## config.mk

```make
export PLATFORM = sky130hd
export DESIGN_NAME = wave_pac
export DESIGN_NICKNAME = d
export VERILOG_FILES = /design/src/rtl/wave_pac.sv
export SDC_FILE = /design/constraint.sdc
export NUM_CORES = 1
export LEC_CHECK = 0
export BUFFER_PORTS_ARGS = -buffer_cell sky130_fd_sc_hd__buf_2
export CORE_UTILIZATION = 50
export CTS_CLUSTER_DIAMETER = 30
export DETAILED_ROUTE_END_ITERATION = 7
export MAX_ROUTING_LAYER = met4
export PLACE_DENSITY = 0.7
export SETUP_SLACK_MARGIN = 0.5
export SYNTH_ARGS = -nofsm -noshare
export SYNTH_HDL_FRONTEND = slang
export SYNTH_SLANG_ARGS = --single-unit
export TNS_END_PERCENT = 5
```

## constraint.sdc

```tcl
create_clock -name clk -period 4.25 [get_ports clk]
set_clock_uncertainty 0.05 [all_clocks]
set_input_delay 1.0625 -clock clk [delete_from_list [all_inputs] [get_ports clk]]
set_output_delay 1.0625 -clock clk [all_outputs]
set_load 0.02 [all_outputs]
```

## src/rtl/wave_pac.sv

```systemverilog
// Phase-accumulator waveform generator: sine/square/triangle/sawtooth, 8-bit unsigned output.
// Optional WAVE_PAC_SYNC_EN adds a sync input that restarts the accumulator at phase zero.
module wave_pac #(
  parameter int PHASE_W = 16
) (
  input  logic               clk,
  input  logic               rst_n,
  input  logic               en,
`ifdef WAVE_PAC_SYNC_EN
  input  logic               sync,
`endif
  input  logic [PHASE_W-1:0] fword,
  input  logic [PHASE_W-1:0] poff,
  input  logic [1:0]         mode,
  output logic [7:0]         amplitude,
  output logic               valid
);

  typedef enum logic [1:0] {
    MODE_SINE   = 2'd0,
    MODE_SQUARE = 2'd1,
    MODE_TRI    = 2'd2,
    MODE_SAW    = 2'd3
  } mode_e;

  logic [PHASE_W-1:0] acc_q, acc_d, acc_base;
  logic [7:0]         p8_d;
  logic [7:0]         p8_p1_q;
  logic [1:0]         mode_p1_q;
  logic               vld_p1_q;
  logic [7:0]         amp_d;
  logic [7:0]         amp_p2_q;
  logic               vld_p2_q;

  function automatic logic [7:0] sine_quarter(input logic [5:0] idx);
    logic [7:0] v;
    case (idx)
      6'd0:  v = 8'h80;  6'd1:  v = 8'h83;  6'd2:  v = 8'h86;  6'd3:  v = 8'h89;
      6'd4:  v = 8'h8C;  6'd5:  v = 8'h90;  6'd6:  v = 8'h93;  6'd7:  v = 8'h96;
      6'd8:  v = 8'h99;  6'd9:  v = 8'h9C;  6'd10: v = 8'h9F;  6'd11: v = 8'hA2;
      6'd12: v = 8'hA5;  6'd13: v = 8'hA8;  6'd14: v = 8'hAB;  6'd15: v = 8'hAE;
      6'd16: v = 8'hB1;  6'd17: v = 8'hB3;  6'd18: v = 8'hB6;  6'd19: v = 8'hB9;
      6'd20: v = 8'hBC;  6'd21: v = 8'hBF;  6'd22: v = 8'hC1;  6'd23: v = 8'hC4;
      6'd24: v = 8'hC7;  6'd25: v = 8'hC9;  6'd26: v = 8'hCC;  6'd27: v = 8'hCE;
      6'd28: v = 8'hD1;  6'd29: v = 8'hD3;  6'd30: v = 8'hD5;  6'd31: v = 8'hD8;
      6'd32: v = 8'hDA;  6'd33: v = 8'hDC;  6'd34: v = 8'hDE;  6'd35: v = 8'hE0;
      6'd36: v = 8'hE2;  6'd37: v = 8'hE4;  6'd38: v = 8'hE6;  6'd39: v = 8'hE8;
      6'd40: v = 8'hEA;  6'd41: v = 8'hEB;  6'd42: v = 8'hED;  6'd43: v = 8'hEF;
      6'd44: v = 8'hF0;  6'd45: v = 8'hF1;  6'd46: v = 8'hF3;  6'd47: v = 8'hF4;
      6'd48: v = 8'hF5;  6'd49: v = 8'hF6;  6'd50: v = 8'hF8;  6'd51: v = 8'hF9;
      6'd52: v = 8'hFA;  6'd53: v = 8'hFA;  6'd54: v = 8'hFB;  6'd55: v = 8'hFC;
      6'd56: v = 8'hFD;  6'd57: v = 8'hFD;  6'd58: v = 8'hFE;  6'd59: v = 8'hFE;
      6'd60: v = 8'hFE;
      default: v = 8'hFF;
    endcase
    return v;
  endfunction

  // Second quarter mirrors the first; its start (low bits zero) folds onto the peak entry.
  function automatic logic [7:0] sine_lookup(input logic [7:0] p);
    logic [5:0] q;
    logic [7:0] v;
    if (!p[6])
      q = p[5:0];
    else if (p[5:0] != 6'd0)
      q = ~p[5:0] + 6'd1;
    else
      q = 6'd63;
    v = sine_quarter(q);
    return p[7] ? ~v : v;
  endfunction

  function automatic logic [7:0] wave_shape(input logic [7:0] p, input logic [1:0] m);
    logic [7:0] t;
    logic [7:0] r;
    t = {p[6:0], 1'b0};
    case (mode_e'(m))
      MODE_SINE:   r = sine_lookup(p);
      MODE_SQUARE: r = p[7] ? 8'h00 : 8'hFF;
      MODE_TRI:    r = p[7] ? ~t : t;
      default:     r = p;
    endcase
    return r;
  endfunction

  always_comb begin
    acc_base = acc_q;
`ifdef WAVE_PAC_SYNC_EN
    if (sync) acc_base = '0;
`endif
    acc_d = en ? acc_base + fword : acc_base;
    p8_d  = 8'((acc_base + poff) >> (PHASE_W - 8));
    amp_d = wave_shape(p8_p1_q, mode_p1_q);
  end

  always_ff @(posedge clk or negedge rst_n) begin
    if (!rst_n) begin
      acc_q <= '0;
    end else begin
      acc_q <= acc_d;
    end
  end

  // Stage 1: lookup phase and mode captured together on each sampled edge.
  always_ff @(posedge clk or negedge rst_n) begin
    if (!rst_n) begin
      p8_p1_q   <= 8'h00;
      mode_p1_q <= 2'd0;
      vld_p1_q  <= 1'b0;
    end else begin
      vld_p1_q <= en;
      if (en) begin
        p8_p1_q   <= p8_d;
        mode_p1_q <= mode;
      end
    end
  end

  // Stage 2: waveform value; amplitude holds through bubbles.
  always_ff @(posedge clk or negedge rst_n) begin
    if (!rst_n) begin
      amp_p2_q <= 8'h00;
      vld_p2_q <= 1'b0;
    end else begin
      vld_p2_q <= vld_p1_q;
      if (vld_p1_q) amp_p2_q <= amp_d;
    end
  end

  assign amplitude = amp_p2_q;
  assign valid     = vld_p2_q;

endmodule

```

After elaboration in Yosys (flattened, before gate mapping)

Memories as Yosys holds them, arrays and structs flattened.
Cells that the tools add are included.

Register bits: 36
Bits in read-only memories: 448
Input port bits: 37
Output and inout bits: 9
Memories: 1

Memories:

| memory          | words | width | rd ports | clocked after memory_dff | write ports | RTL line | RTL |
|---|---|---|---|---|---|---|---|
| (no name shown) | 64    | 7     | 1        | 0                        | 0           | 37       | `case (idx)` |

Add/sub/neg operators: 3
Eq/ne operators: 2
Multiplexer cells: 8
Bitwise logic cells: 3
Reduce and logical (&&, ||, !) cells: 2

Operators by type and width:

| cell                  | number |
|---|---|
| $add A16 B16 Y16      | 2 |
| $mux W8               | 4 |
| $pmux W8 S3           | 1 |
| $mux W6               | 3 |
| $not A8 Y8            | 2 |
| $add A6 B1 Y6 const B | 1 |
| $not A6 Y6            | 1 |
| $reduce_bool A6 Y1    | 1 |
| $eq A2 B1 Y1 const B  | 1 |
| $eq A2 B2 Y1 const B  | 1 |
| $logic_not A2 Y1      | 1 |

Logic depth before layout (Yosys ltp)

Gate-level depths: netlist (run 1).
An unclocked memory read counts as a cell.

Word-level depth: 10
Gate-level depth with buffers: 17
Depth with buffers taken out: 14

Least setup slack after synthesis (run 1)

Ideal clock, no wire load.

Kind: input-to-reg
Start point: input fword[0]
End point: register acc_q[14] (netlist: acc_base[14])
Arrival time: 3,401 ps
Required time: 4,075 ps
Path slack: 674 ps
Cell stages on the path: 11
Path buffers: 0
Cell sequence: ha_1 > inv_1 > fa_1 > nor2b_1 > o21a_1 > o21ai_0 > a2111oi_0 > nor4b_1 > o41a_1 > xnor2_1 > mux2_2

Word-level cells in the longest chain between the ends: 1

Ends and longest elaborated chain:

| item                 | RTL line | RTL |
|---|---|---|
| start, declared      | 12       | `input logic [PHASE_W-1:0] fword,` |
| $add A16 B16 Y16     | 91       | `acc_d = en ? acc_base + fword : acc_base;` |
| end signal, assigned | 98       | `acc_q <= '0;` |
| end signal, assigned | 100      | `acc_q <= acc_d;` |
| end, declared        | 26       | `logic [PHASE_W-1:0] acc_q, acc_d, acc_base;` |

Every way passes these cells.
A chain may end at the register's enable or synchronous reset.

Final worst setup path (run 1)

Ends and elaborated chain as after synthesis.

==> summary.log, run 1 <==
qor: worst_setup_path.worst_r2r_startpoint p8_p1_q[3]$_DFFE_PN0P_
qor: floorplan.std_cell_rows 31
qor: global_routing.grt_antenna_before_repair 0
qor: timing.relSlewSlack 0.330
qor: synth.synth-edff-count 0
qor: timing.maximum_frequency_from_static_timing_analysis 0.272 GHz
qor: worst_setup_path.crit_path_end_kind flip-flop
qor: final_layout.nets 554
qor: power_and_ir_drop.cellPowerDensity 984 nW/um^2
qor: timing.setup_viol 0
qor: placed_design.final_replace_weighted_congestion 0.898
qor: route.wirelength 9260 um
qor: route.route.detailed.vias_per_inst 6.03
qor: clock_network.cts_tree yes
qor: timing.grt_setup_unrepaired true
qor: clock_network.numCtsBuffers 5
qor: worst_hold_path.worst_hold_startpoint acc_base[15]$_DFFE_PN0P_
qor: synth.syn_area 3700 um^2
qor: global_routing.grt_pass1_wl 15400 um
qor: clock_network.path_clk_slew 70 ps
qor: floorplan.boundaryPins 46
qor: synth.post_synth_num_cell_types 65
qor: timing.time_the_final_worst_path_needs_with_i_o_delays_and_setup 3670 ps
qor: global_routing.first_global_vias 3211
qor: clock_network.bufs_on_longest_clock_path 2
qor: worst_hold_path.worstHoldPathCells 1
qor: timing.worst_slack 577 ps
qor: floorplan.die_h 88.1 um
qor: clock_network.cts-root-buf sky130_fd_sc_hd__clkbuf_8
qor: timing.max_slew.worst_pin.slew 998 ps
qor: clock_network.cts-hold-fix-buffers 0
qor: power_and_ir_drop.vdd.ir_drop.worst 0.374 mV
qor: synth.postSynth.topFlopCell sky130_fd_sc_hd__dfrtp_1
qor: clock_network.clock-sinks 36
qor: worst_hold_path.hold_path_end acc_base[15]$_DFFE_PN0P_
qor: clock_network.clock_tree.htree_level_count 2
qor: final_layout.final_layout_size_suffix_gt1_frac 0.180
qor: floorplan.floorplan.die_area 7760 um^2
qor: final_layout.areaGrowthSynthToFinish 10.3%
qor: power_and_ir_drop.power.static_leakage 1.75 nW
qor: timing.report.final.hold_viol_count 0
qor: worst_setup_path.cp.arrival 3800 ps
qor: global_routing.gr-total-overflow 0
qor: worst_setup_path.required_time_at_the_worst_slack_endpoint 4370 ps
qor: final_layout.layout.core_utilization 0.567
qor: worst_setup_path.largest_stage_delay_worst_path 580 ps
qor: worst_setup_path.r2r_slack 760 ps
qor: placed_design.placed_area 3980 um^2
qor: final_layout.fillers 706
qor: synth.synthDominantAreaCellType sky130_fd_sc_hd__dfrtp_1
qor: synth.synthesis.yosys.warnings 0
qor: worst_setup_path.critical_path.max_fanout 4
qor: floorplan.fp.dieW 88.1 um
qor: route.number_of_vias_after_detailed_routing 3510
qor: worst_setup_path.cp_cell_sequence buf_2, ha_1, inv_1, fa_1, nor2b_1, o21a_1, o21ai_0, a2111oi_1, nor4b_1, o41a_1, xnor2_1, mux2_2
qor: clock_network.resize_count_post_cts 0
qor: global_routing.globalRouteTotalUtil 0.259
qor: worst_setup_path.critPathSlowestCell sky130_fd_sc_hd__a2111oi_1
qor: route.number_of_antenna_violating_nets_in_the_routed_design 0
qor: final_layout.most-common-layout-cells 45 x sky130_fd_sc_hd__buf_2, 42 x sky130_fd_sc_hd__a21oi_1, 35 x sky130_fd_sc_hd__dfrtp_1, 34 x sky130_fd_sc_hd__nand2_1, 34 x sky130_fd_sc_hd__ha_1
qor: placed_design.placement.io_buffers 45
qor: final_layout.layout.cells.most_common sky130_fd_sc_hd__buf_2
qor: clock_network.insertion_delay 290 ps
qor: synth.number_of_storage_elements_in_the_synthesis_netlist 36
qor: worst_hold_path.hp-class flip-flop to flip-flop
qor: timing.min_period_over_period 0.864
qor: route.routed_wire_length_per_instance 15.9 um
qor: final_layout.post-route-cell-area 4090 um^2
qor: final_layout.final-instance-count-excl-fill 582
qor: route.initialDrtViolationCount 238
qor: timing.fin_setup_tns 0 ps
qor: floorplan.coreArea 7210 um^2
qor: synth.synth.top_cells.by_area sky130_fd_sc_hd__dfrtp_1 24%, sky130_fd_sc_hd__ha_1 11%, sky130_fd_sc_hd__a21oi_1 5.7%, sky130_fd_sc_hd__mux2_2 5.5%, sky130_fd_sc_hd__xnor2_1 5.4%
qor: placed_design.place.detailed.hpwl 6600 um
qor: job.maxCapViolCount 0
qor: synth.synth_nets 523
qor: floorplan.floorplan.initialDensity 0.514
qor: final_layout.antenna_cells 0
qor: timing.report.final.slew_viol_count 0
qor: placed_design.instance_count_after_placement_with_tap_cells_included 574
qor: synth.syn-mean-instance-area 8.21 um^2
qor: outcome.outcome finished, final reports clean
qor: worst_setup_path.r2r-end amplitude[3]$_DFFE_PN0P_
qor: clock_network.postCtsSetupRepairBufs 0
qor: route.detail_route.drc_violations 0
qor: synth.synthDominantCellAreaShare 0.243
qor: route.detailedRoute.firstPassIterationCount 5
qor: placed_design.dp_slack 266 ps
qor: global_routing.pin_count_of_the_biggest_net_entering_global_routing 40
qor: worst_setup_path.start_kind primary input
qor: synth.syn_inst_count 451
qor: worst_setup_path.reg2regPathDepth 11
qor: synth.postSynth.asyncResetShare 1.00
qor: worst_setup_path.setup.worst_path.class primary input to flip-flop
qor: synth.post_synthesis_sequential_area_ratio 0.243
## power by group
group / switching (mW) / total [mW] / internal [mW]
Clock: 0.133 / 0.307 / 0.174
Sequential: 0.238 / 0.745 / 0.507
Combinational: 1.67 / 2.97 / 1.30
## registers in the layout, indices dropped and copies added (netlist names)
name	cells
acc_base	16
amplitude	8
p8_p1_q	8
mode_p1_q	2
valid	1
vld_p1_q	1
## routing by layer
layer / vias to the layer above / GRT usage / wire [um]
met5: - / - / 0
met4: 0 / 0.0850 / 141
met3: 14 / 0.0302 / 549
met2: 127 / 0.388 / 4240
met1: 1632 / 0.362 / 4340
li1: 1737 / - / -
## critical path, delay by kind of cell
kind	cells	cell delay (ps)
compound gates	4	1340
xor+xnor	1	130
fa+ha+maj	2	590
buf+inv	2	150
mux	1	260
simple gates	2	260
## synthesized netlist by cell type (8+ instances only)
library cell and n:
sky130_fd_sc_hd__mux2_2 18, sky130_fd_sc_hd__o211ai_1 8, sky130_fd_sc_hd__inv_1 17, sky130_fd_sc_hd__a21oi_1 42, sky130_fd_sc_hd__nand2_1 34, sky130_fd_sc_hd__nor2_1 27, sky130_fd_sc_hd__nor3_1 19, sky130_fd_sc_hd__dfrtp_1 36
sky130_fd_sc_hd__clkbuf_1 14, sky130_fd_sc_hd__xor2_1 8, sky130_fd_sc_hd__o21ai_0 33, sky130_fd_sc_hd__xnor2_1 23, sky130_fd_sc_hd__ha_1 34, sky130_fd_sc_hd__nand3_1 9
## per-stage QoR
stage	hold slack, ps	total power, mW
2_1_floorplan	302	3.03
6_report	452	4.02
3_3_place_gp	429	3.60
4_1_cts	461	3.99
3_5_place_dp	443	3.65
5_1_grt	486	4.39
## worst max-delay path by stage
stage / end / slack, ps / startpoint
floorplan: acc_base[14]$_DFFE_PN0P_ / 670 / fword[0]
global placement: acc_base[14]$_DFFE_PN0P_ / 320 / fword[0]
detailed placement: acc_base[14]$_DFFE_PN0P_ / 270 / fword[0]
CTS: acc_base[14]$_DFFE_PN0P_ / 560 / fword[0]
global route: acc_base[14]$_DFFE_PN0P_ / 410 / fword[0]
finish: acc_base[14]$_DFFE_PN0P_ / 580 / fword[0]
## layout make-up
class	instances	area, um^2	share of cell area
Multi-Input combinational cell	371	2620	0.642
Clock buffer	6	72.6	0.0178
Inverter	18	67.6	0.0165
Tap cell	99	124	0.0303
Clock inverter	2	35.0	0.00857
Timing Repair Buffer	50	263	0.0643
Sequential cell	36	902	0.221
## logic make-up after synthesis
group | after synthesis | share of synthesized area
xor gates and xnor gates | 31 | 0.0733
muxes | 23 | 0.0682
DFF | 36 | 0.243
AOI/OAI and AO/OA | 152 | 0.269
adders and majority gates | 36 | 0.123
buffers and inverters | 44 | 0.0490
and+or+nand+nor | 129 | 0.174
Power figures use the tool's default switching activity.
==> run 2: changes to the inputs <==
CTS_BUF_LIST = sky130_fd_sc_hd__clkbuf_4 sky130_fd_sc_hd__clkbuf_8 sky130_fd_sc_hd__clkbuf_16   (was unset)
==> run 2 against run 1 <==
Against the previous run:
- count of clock-buffer cells in the layout is the same
- die area is the same
- wire length grew 0.45%
- sequential share of layout area shrank 0.071 points
- setup slack gained 95 ps
- hold slack is essentially flat
- critical path depth grew 1
- critical endpoint is now amplitude[3]$_DFFE_PN0P_
==> summary.log, run 2 (synthesis results as in run 1) <==
qor: outcome.outcome finished, final reports clean [unchanged]
qor: clock_network.cts_tree yes [unchanged]
qor: clock_network.cts-root-buf sky130_fd_sc_hd__clkbuf_8 [unchanged]
qor: route.number_of_vias_after_detailed_routing 3525 [was 3510]
qor: floorplan.floorplan.die_area 7760 um^2 [unchanged]
qor: final_layout.nets 554 [unchanged]
qor: final_layout.most-common-layout-cells 45 x sky130_fd_sc_hd__buf_2, 42 x sky130_fd_sc_hd__a21oi_1, 36 x sky130_fd_sc_hd__dfrtp_1, 34 x sky130_fd_sc_hd__nand2_1, 34 x sky130_fd_sc_hd__ha_1 [was 45 x sky130_fd_sc_hd__buf_2, 42 x sky130_fd_sc_hd__a21oi_1, 35 x sky130_fd_sc_hd__dfrtp_1, 34 x sky130_fd_sc_hd__nand2_1, 34 x sky130_fd_sc_hd__ha_1]
qor: route.detail_route.drc_violations 0 [unchanged]
qor: final_layout.largest_reg_flops 16 [unchanged]
qor: final_layout.layout.cells.most_common sky130_fd_sc_hd__buf_2 [unchanged]
qor: final_layout.sequential_cell_area 901 um^2 [was 902 um^2]
qor: final_layout.layout.core_utilization 0.568 [was 0.567]
qor: global_routing.pin_count_of_the_biggest_net_entering_global_routing 40 [unchanged]
qor: timing.maximum_frequency_from_static_timing_analysis 0.280 GHz [was 0.272 GHz]
qor: global_routing.globalRouteTotalUtil 0.258 [was 0.259]
qor: final_layout.fillers 704 [was 706]
qor: worst_setup_path.setup.worst_path.class flip-flop to flip-flop [was primary input to flip-flop]
qor: timing.max_slew.worst_pin.slew 1020 ps [was 998 ps]
qor: global_routing.first_global_vias 3211 [unchanged]
qor: floorplan.coreArea 7210 um^2 [unchanged]
qor: timing.min_period_over_period 0.842 [was 0.864]
qor: final_layout.final_layout_size_suffix_gt1_frac 0.182 [was 0.180]
qor: worst_setup_path.cp.arrival 3710 ps [was 3800 ps]
qor: floorplan.boundaryPins 46 [unchanged]
qor: floorplan.fp.dieW 88.1 um [unchanged]
qor: worst_setup_path.timing.critical_path.from p8_p1_q[1]$_DFFE_PN0P_ [was fword[0]]
qor: clock_network.clock-sinks 36 [unchanged]
qor: final_layout.antenna_cells 0 [unchanged]
qor: route.route.detailed.vias_per_inst 6.06 [was 6.03]
qor: route.detailedRoute.firstPassIterationCount 4 [was 5]
qor: clock_network.clock_tree.htree_level_count 2 [unchanged]
qor: clock_network.postCtsSetupRepairBufs 0 [unchanged]
qor: clock_network.numCtsBuffers 5 [unchanged]
qor: timing.report.final.hold_viol_count 0 [unchanged]
qor: route.initialDrtViolationCount 246 [was 238]
qor: floorplan.floorplan.initialDensity 0.514 [unchanged]
qor: clock_network.bufs_on_longest_clock_path 2 [unchanged]
qor: job.maxCapViolCount 0 [unchanged]
qor: timing.fin_setup_tns 0 ps [unchanged]
qor: global_routing.gr-total-overflow 0 [unchanged]
qor: timing.report.final.slew_viol_count 0 [unchanged]
qor: placed_design.final_replace_weighted_congestion 0.898 [unchanged]
qor: clock_network.insertion_delay 290 ps [about the same]
qor: worst_setup_path.start_kind flip-flop [was primary input]
qor: placed_design.place.detailed.hpwl 6600 um [unchanged]
qor: worst_hold_path.hp-class flip-flop to flip-flop [unchanged]
qor: final_layout.areaGrowthSynthToFinish 10.5% [was 10.3%]
qor: route.routed_wire_length_per_instance 16.0 um [was 15.9 um]
qor: worst_hold_path.worst_hold_startpoint acc_base[15]$_DFFE_PN0P_ [unchanged]
qor: global_routing.grt_pass1_wl 15300 um [was 15400 um]
qor: timing.grt_setup_unrepaired true [unchanged]
qor: clock_network.path_clk_slew 80 ps [was 70 ps]
qor: timing.time_the_final_worst_path_needs_with_i_o_delays_and_setup 3580 ps [was 3670 ps]
qor: timing.relSlewSlack 0.315 [was 0.330]
qor: final_layout.multi_input_comb_area 2630 um^2 [was 2620 um^2]
qor: worst_setup_path.crit_path_end_kind flip-flop [unchanged]
qor: timing.setup_viol 0 [unchanged]
qor: placed_design.placed_area 3980 um^2 [unchanged]
qor: worst_setup_path.required_time_at_the_worst_slack_endpoint 4380 ps [was 4370 ps]
qor: route.number_of_antenna_violating_nets_in_the_routed_design 0 [unchanged]
qor: worst_setup_path.critical_path.max_fanout 14 [was 4]
qor: worst_setup_path.worst_r2r_startpoint p8_p1_q[1]$_DFFE_PN0P_ [was p8_p1_q[3]$_DFFE_PN0P_]
qor: floorplan.die_h 88.1 um [unchanged]
qor: placed_design.placement.io_buffers 45 [unchanged]
qor: floorplan.std_cell_rows 31 [unchanged]
qor: route.wirelength 9310 um [was 9260 um]
qor: final_layout.post-route-cell-area 4100 um^2 [was 4090 um^2]
qor: global_routing.grt_antenna_before_repair 0 [unchanged]
## run 2: final timing paths
path,to,slack [ps],cells past startpoint
setup / recovery,amplitude[3]$_DFFE_PN0P_,670,13
hold / removal,acc_base[15]$_DFFE_PN0P_,450,1
setup reg to reg,amplitude[3]$_DFFE_PN0P_,670,13
hold reg to reg,acc_base[15]$_DFFE_PN0P_,450,1
max in group asynchronous,acc_base[13]$_DFFE_PN0P_,2750,1
min in group asynchronous,amplitude[1]$_DFFE_PN0P_,840,1
## run 2: worst max-delay path, stage by stage, from the launching register on
cell,delay (ps)
sky130_fd_sc_hd__dfrtp_1,560
sky130_fd_sc_hd__inv_1,150
sky130_fd_sc_hd__ha_1,310
sky130_fd_sc_hd__nand2_1,120
sky130_fd_sc_hd__or3_1,490
sky130_fd_sc_hd__nand2_2,150
sky130_fd_sc_hd__ha_1,300
sky130_fd_sc_hd__o21ai_0,120
sky130_fd_sc_hd__a21oi_1,160
sky130_fd_sc_hd__o221ai_1,130
sky130_fd_sc_hd__o2111ai_1,220
sky130_fd_sc_hd__o211ai_1,200
sky130_fd_sc_hd__mux2i_1,160
sky130_fd_sc_hd__a311o_1,340
## run 2: routing by layer
layer,global-route usage,share of wire,wire length (um),vias to the layer above
met4,0.0850,0.018,171,0
met3,0.0302,0.050,463,18
li1,-,-,-,1731
met1,0.362,0.49,4550,1640
met2,0.385,0.44,4120,136
met5,-,0,0,-
## run 2: final cells by class
class / count / area share
clock buffers: 6 / 0.0186
clock inverters: 2 / 0.00855
inverters: 18 / 0.0165
multi-input cells: 371 / 0.642
flip-flops and latches: 36 / 0.220
well taps: 99 / 0.0302
repair buffers: 50 / 0.0642
## run 2: metrics by stage
| stage | hold slack, ps | setup WS, ps | std cells |
|---|---|---|---|
| 2_1_floorplan | 302 | 674 | 451 |
| 3_3_place_gp | 429 | 325 | 574 |
| 3_5_place_dp | 443 | 266 | 574 |
| 4_1_cts | 461 | 564 | 582 |
| 5_1_grt | 486 | 453 | 582 |
| 6_report | 452 | 672 | 582 |
## run 2: repair_timing
item                       in CTS  in global routing
setup endpoints to repair       0                  2
hold buffers                    0                  0
gates resized for setup         0                  2
Power of run 2 is left out: the tool's default activity adds up to more than one toggle a clock period on the data nets, which glitch-free logic cannot reach.
==> run 3: changes to the inputs <==
ABC_AREA = 1   (was unset)
PLACE_DENSITY = 0.73   (was 0.7)
clock period = 3.1 ns   (was 4.25 ns; I/O delays follow)
==> run 3 against run 2 <==
Against the previous run:
- sequential share of layout area fell by 0.83 points
- register-to-register slack hardly changed
- synthesized cell count up 29%
- critical path type unchanged
==> summary.log, run 3 <==
qor: floorplan.fp.dieW 89.2 um [was 88.1 um]
qor: floorplan.boundaryPins 46 [unchanged]
qor: global_routing.gr-total-overflow 0 [unchanged]
qor: final_layout.antenna_cells 0 [unchanged]
qor: synth.synth.top_cells.by_area sky130_fd_sc_hd__dfrtp_1 24%, sky130_fd_sc_hd__nand2_1 18%, sky130_fd_sc_hd__ha_1 11%, sky130_fd_sc_hd__nand3_1 9.1%, sky130_fd_sc_hd__inv_1 5.7% [was sky130_fd_sc_hd__dfrtp_1 24%, sky130_fd_sc_hd__ha_1 11%, sky130_fd_sc_hd__a21oi_1 5.7%, sky130_fd_sc_hd__mux2_2 5.5%, sky130_fd_sc_hd__xnor2_1 5.4%]
qor: global_routing.grt_antenna_before_repair 0 [unchanged]
qor: synth.postSynth.topFlopCell sky130_fd_sc_hd__dfrtp_1 [unchanged]
qor: timing.setup_viol 0 [unchanged]
qor: route.wirelength 9350 um [was 9310 um]
qor: placed_design.final_replace_weighted_congestion 0.906 [was 0.898]
qor: worst_hold_path.hp-class flip-flop to flip-flop [unchanged]
qor: worst_setup_path.timing.critical_path.from p8_p1_q[1]$_DFFE_PN0P_ [unchanged]
qor: timing.grt_setup_unrepaired true [unchanged]
qor: worst_hold_path.worst_hold_startpoint amplitude[1]$_DFFE_PN0P_ [was acc_base[15]$_DFFE_PN0P_]
qor: worst_setup_path.critical_path.max_fanout 6 [was 14]
qor: floorplan.floorplan.die_area 7950 um^2 [was 7760 um^2]
qor: timing.max_slew.worst_pin.slew 821 ps [was 1020 ps]
qor: worst_setup_path.setup.worst_path.class flip-flop to flip-flop [unchanged]
qor: timing.min_period_over_period 0.783 [was 0.842]
qor: global_routing.grt_pass1_wl 15600 um [was 15300 um]
qor: clock_network.cts_tree yes [unchanged]
qor: route.initialDrtViolationCount 180 [was 246]
qor: final_layout.layout.core_utilization 0.585 [was 0.568]
qor: synth.synth-edff-count 0 [unchanged]
qor: placed_design.placement.io_buffers 45 [unchanged]
qor: timing.report.final.hold_viol_count 0 [unchanged]
qor: final_layout.layout.cells.most_common sky130_fd_sc_hd__nand2_1 [was sky130_fd_sc_hd__buf_2]
qor: worst_setup_path.required_time_at_the_worst_slack_endpoint 3240 ps [was 4380 ps]
qor: synth.postSynth.asyncResetShare 1.00 [unchanged]
qor: final_layout.most-common-layout-cells 181 x sky130_fd_sc_hd__nand2_1, 69 x sky130_fd_sc_hd__nand3_1, 55 x sky130_fd_sc_hd__inv_1, 45 x sky130_fd_sc_hd__buf_2 [was 45 x sky130_fd_sc_hd__buf_2, 42 x sky130_fd_sc_hd__a21oi_1, 36 x sky130_fd_sc_hd__dfrtp_1, 34 x sky130_fd_sc_hd__nand2_1, 34 x sky130_fd_sc_hd__ha_1]
qor: timing.timing.hold.ws 426 ps [was 452 ps]
qor: synth.most_common_cell_in_the_netlist sky130_fd_sc_hd__nand2_1 [was sky130_fd_sc_hd__a21oi_1]
qor: clock_network.clock-sinks 36 [unchanged]
qor: power_and_ir_drop.cellPowerDensity 1250 nW/um^2
qor: worst_setup_path.critPathSlowestCell sky130_fd_sc_hd__dfrtp_1 [unchanged]
qor: clock_network.bufs_on_longest_clock_path 2 [unchanged]
qor: synth.post_synth_most_frequent_cells 182 x sky130_fd_sc_hd__nand2_1, 69 x sky130_fd_sc_hd__nand3_1, 58 x sky130_fd_sc_hd__inv_1, 36 x sky130_fd_sc_hd__dfrtp_1, 35 x sky130_fd_sc_hd__a21oi_1 [was 42 x sky130_fd_sc_hd__a21oi_1, 36 x sky130_fd_sc_hd__dfrtp_1, 34 x sky130_fd_sc_hd__ha_1, 34 x sky130_fd_sc_hd__nand2_1, 33 x sky130_fd_sc_hd__o21ai_0]
qor: timing.report.final.slew_viol_count 0 [unchanged]
qor: final_layout.final-instance-count-excl-fill 728 [was 582]
qor: worst_setup_path.critPathMostFrequentCell sky130_fd_sc_hd__nand2_1 [was sky130_fd_sc_hd__ha_1]
qor: timing.relSlewSlack 0.453 [was 0.315]
qor: final_layout.areaGrowthSynthToFinish 12.3% [was 10.5%]
qor: clock_network.path_clk_slew 80 ps [about the same]
qor: synth.syn_inst_count 580 [was 451]
qor: worst_setup_path.critPathBufInv 5 [was 1]
qor: route.number_of_vias_after_detailed_routing 3815 [was 3525]
qor: timing.time_the_final_worst_path_needs_with_i_o_delays_and_setup 2430 ps [was 3580 ps]
qor: final_layout.final_layout_size_suffix_gt1_frac 0.178 [was 0.182]
qor: floorplan.coreArea 7290 um^2 [was 7210 um^2]
qor: route.number_of_antenna_violating_nets_in_the_routed_design 0 [unchanged]
qor: synth.synthDominantCellAreaShare 0.237 [was 0.243]
qor: global_routing.globalRouteTotalUtil 0.260 [was 0.258]
qor: timing.maximum_frequency_from_static_timing_analysis 0.412 GHz [was 0.280 GHz]
qor: route.detailedRoute.firstPassIterationCount 4 [unchanged]
qor: worst_setup_path.cp_cell_sequence inv_2, ha_1, inv_1, nor2_4, nand3_4, buf_4, buf_4, nand3_1, inv_1, nand2_1, nand3_2, nand3_1, nand3_1, nand2_1, nand2_1, nand3_1, nand2_1, nand2_1, nand2_1 [was inv_1, ha_1, nand2_1, or3_1, nand2_2, ha_1, o21ai_0, a21oi_1, o221ai_1, o2111ai_1, o211ai_1, mux2i_1, a311o_1]
qor: synth.post_synth_num_cell_types 39 [was 65]
qor: worst_setup_path.cp.arrival 2570 ps [was 3710 ps]
qor: clock_network.numCtsBuffers 5 [unchanged]
qor: worst_setup_path.cpLargestDelayFamily simple AND/OR/NAND/NOR gates [was compound AO/OA/AOI/OAI gates]
qor: worst_setup_path.worst_r2r_startpoint p8_p1_q[1]$_DFFE_PN0P_ [unchanged]
qor: synth.synthesis.yosys.warnings 0 [unchanged]
qor: final_layout.largest_reg_flops 16 [unchanged]
qor: floorplan.die_h 89.2 um [was 88.1 um]
qor: power_and_ir_drop.vdd.ir_drop.worst 0.464 mV
qor: floorplan.floorplan.initialDensity 0.521 [was 0.514]
qor: synth.synthDominantAreaCellType sky130_fd_sc_hd__dfrtp_1 [unchanged]
qor: worst_setup_path.crit_path_end_kind flip-flop [unchanged]
qor: worst_setup_path.largest_stage_delay_worst_path 420 ps [was 560 ps]
qor: synth.post_synthesis_sequential_area_ratio 0.237 [was 0.243]
qor: clock_network.insertion_delay 300 ps [was 290 ps]
qor: synth.syn-mean-instance-area 6.55 um^2 [was 8.21 um^2]
qor: synth.syn_area 3800 um^2 [was 3700 um^2]
qor: synth.number_of_storage_elements_in_the_synthesis_netlist 36 [unchanged]
qor: global_routing.first_global_vias 3485 [was 3211]
qor: timing.fin_setup_tns 0 ps [unchanged]
qor: placed_design.dp_slack 361 ps [was 266 ps]
qor: synth.synth_nets 652 [was 523]
qor: job.maxCapViolCount 0 [unchanged]
qor: timing.worst_slack 674 ps [was 672 ps]
qor: final_layout.nets 700 [was 554]
qor: placed_design.instance_count_after_placement_with_tap_cells_included 714 [was 574]
qor: power_and_ir_drop.power.static_leakage 2.32 nW
qor: clock_network.clock_tree.htree_level_count 2 [unchanged]
qor: clock_network.cts-root-buf sky130_fd_sc_hd__clkbuf_8 [unchanged]
qor: global_routing.pin_count_of_the_biggest_net_entering_global_routing 37 [was 40]
qor: route.route.detailed.vias_per_inst 5.24 [was 6.06]
qor: floorplan.std_cell_rows 31 [unchanged]
qor: worst_setup_path.start_kind flip-flop [unchanged]
qor: placed_design.place.detailed.hpwl 7370 um [was 6600 um]
qor: route.routed_wire_length_per_instance 12.8 um [was 16.0 um]
qor: route.detail_route.drc_violations 0 [unchanged]
qor: outcome.outcome finished, final reports clean [unchanged]
## run 3: power by group
part           switching [mW]  internal (mW)
clock network           0.185          0.157
registers               0.236          0.682
logic                    2.60           1.49
## run 3: cell type report
type / count / area (um^2)
fillers: 735 / 3020
multi-input cells: 465 / 2610
flip-flops and latches: 36 / 903
repair buffers: 55 / 300
inverters: 65 / 246
well taps: 99 / 124
clock buffers: 5 / 68.8
clock inverters: 3 / 18.8
## run 3: repair_timing
item	CTS	global route
hold buffers	0	0
endpoints found under the setup margin	5	9
buffers inserted	1	5
resized for setup	1	14
pin swaps	0	1
## run 3: worst register-to-register path, cell delays in order (launching register included)
cell	delay, ps
sky130_fd_sc_hd__dfrtp_1	420
sky130_fd_sc_hd__inv_2	100
sky130_fd_sc_hd__ha_1	140
sky130_fd_sc_hd__inv_1	90
sky130_fd_sc_hd__nor2_4	130
sky130_fd_sc_hd__nand3_4	140
sky130_fd_sc_hd__buf_4	170
sky130_fd_sc_hd__buf_4	140
sky130_fd_sc_hd__nand3_1	140
sky130_fd_sc_hd__inv_1	100
sky130_fd_sc_hd__nand2_1	80
sky130_fd_sc_hd__nand3_2	50
sky130_fd_sc_hd__nand3_1	80
sky130_fd_sc_hd__nand3_1	130
sky130_fd_sc_hd__nand2_1	90
sky130_fd_sc_hd__nand2_1	50
sky130_fd_sc_hd__nand3_1	80
sky130_fd_sc_hd__nand2_1	50
sky130_fd_sc_hd__nand2_1	60
sky130_fd_sc_hd__nand2_1	50
## run 3: path summary, 6_finish.rpt
| kind | end | slack [ps] | depth (start not counted) |
|---|---|---|---|
| min | amplitude[1]$_DFFE_PN0P_ | 430 | 2 |
| min in group asynchronous | amplitude[0]$_DFFE_PN0P_ | 520 | 1 |
| max in group asynchronous | p8_p1_q[0]$_DFFE_PN0P_ | 1900 | 1 |
| max | amplitude[2]$_DFFE_PN0P_ | 670 | 19 |
| max reg2reg | amplitude[2]$_DFFE_PN0P_ | 670 | 19 |
| min reg2reg | amplitude[1]$_DFFE_PN0P_ | 430 | 2 |
## run 3: metal layers
layer | global-route usage | up-vias | wire length [um]
met5 | - | - | 0
met4 | 0.0837 | 0 | 155
met3 | 0.0222 | 12 | 270
met2 | 0.448 | 70 | 4630
met1 | 0.321 | 1718 | 4290
li1 | - | 2015 | -
## run 3: kinds of logic (layout without fill, tap and decap cells)
logic type	Yosys count	after routing	share of synthesized area
AOI/OAI and AO/OA	96	96	0.141
xor gates and xnor gates	11	11	0.0253
DFF	36	36	0.237
buffers and inverters	79	128	0.0908
adders and majority gates	35	35	0.117
and+or+nand+nor	323	323	0.389
## run 3: per-stage QoR
stage | cell area [um^2] | power [mW]
floorplan | 3800 | 4.08
detailed placement | 4080 | 4.82
CTS | 4180 | 5.21
finish | 4270 | 5.35
global route | 4270 | 5.98
global placement | 4080 | 4.77
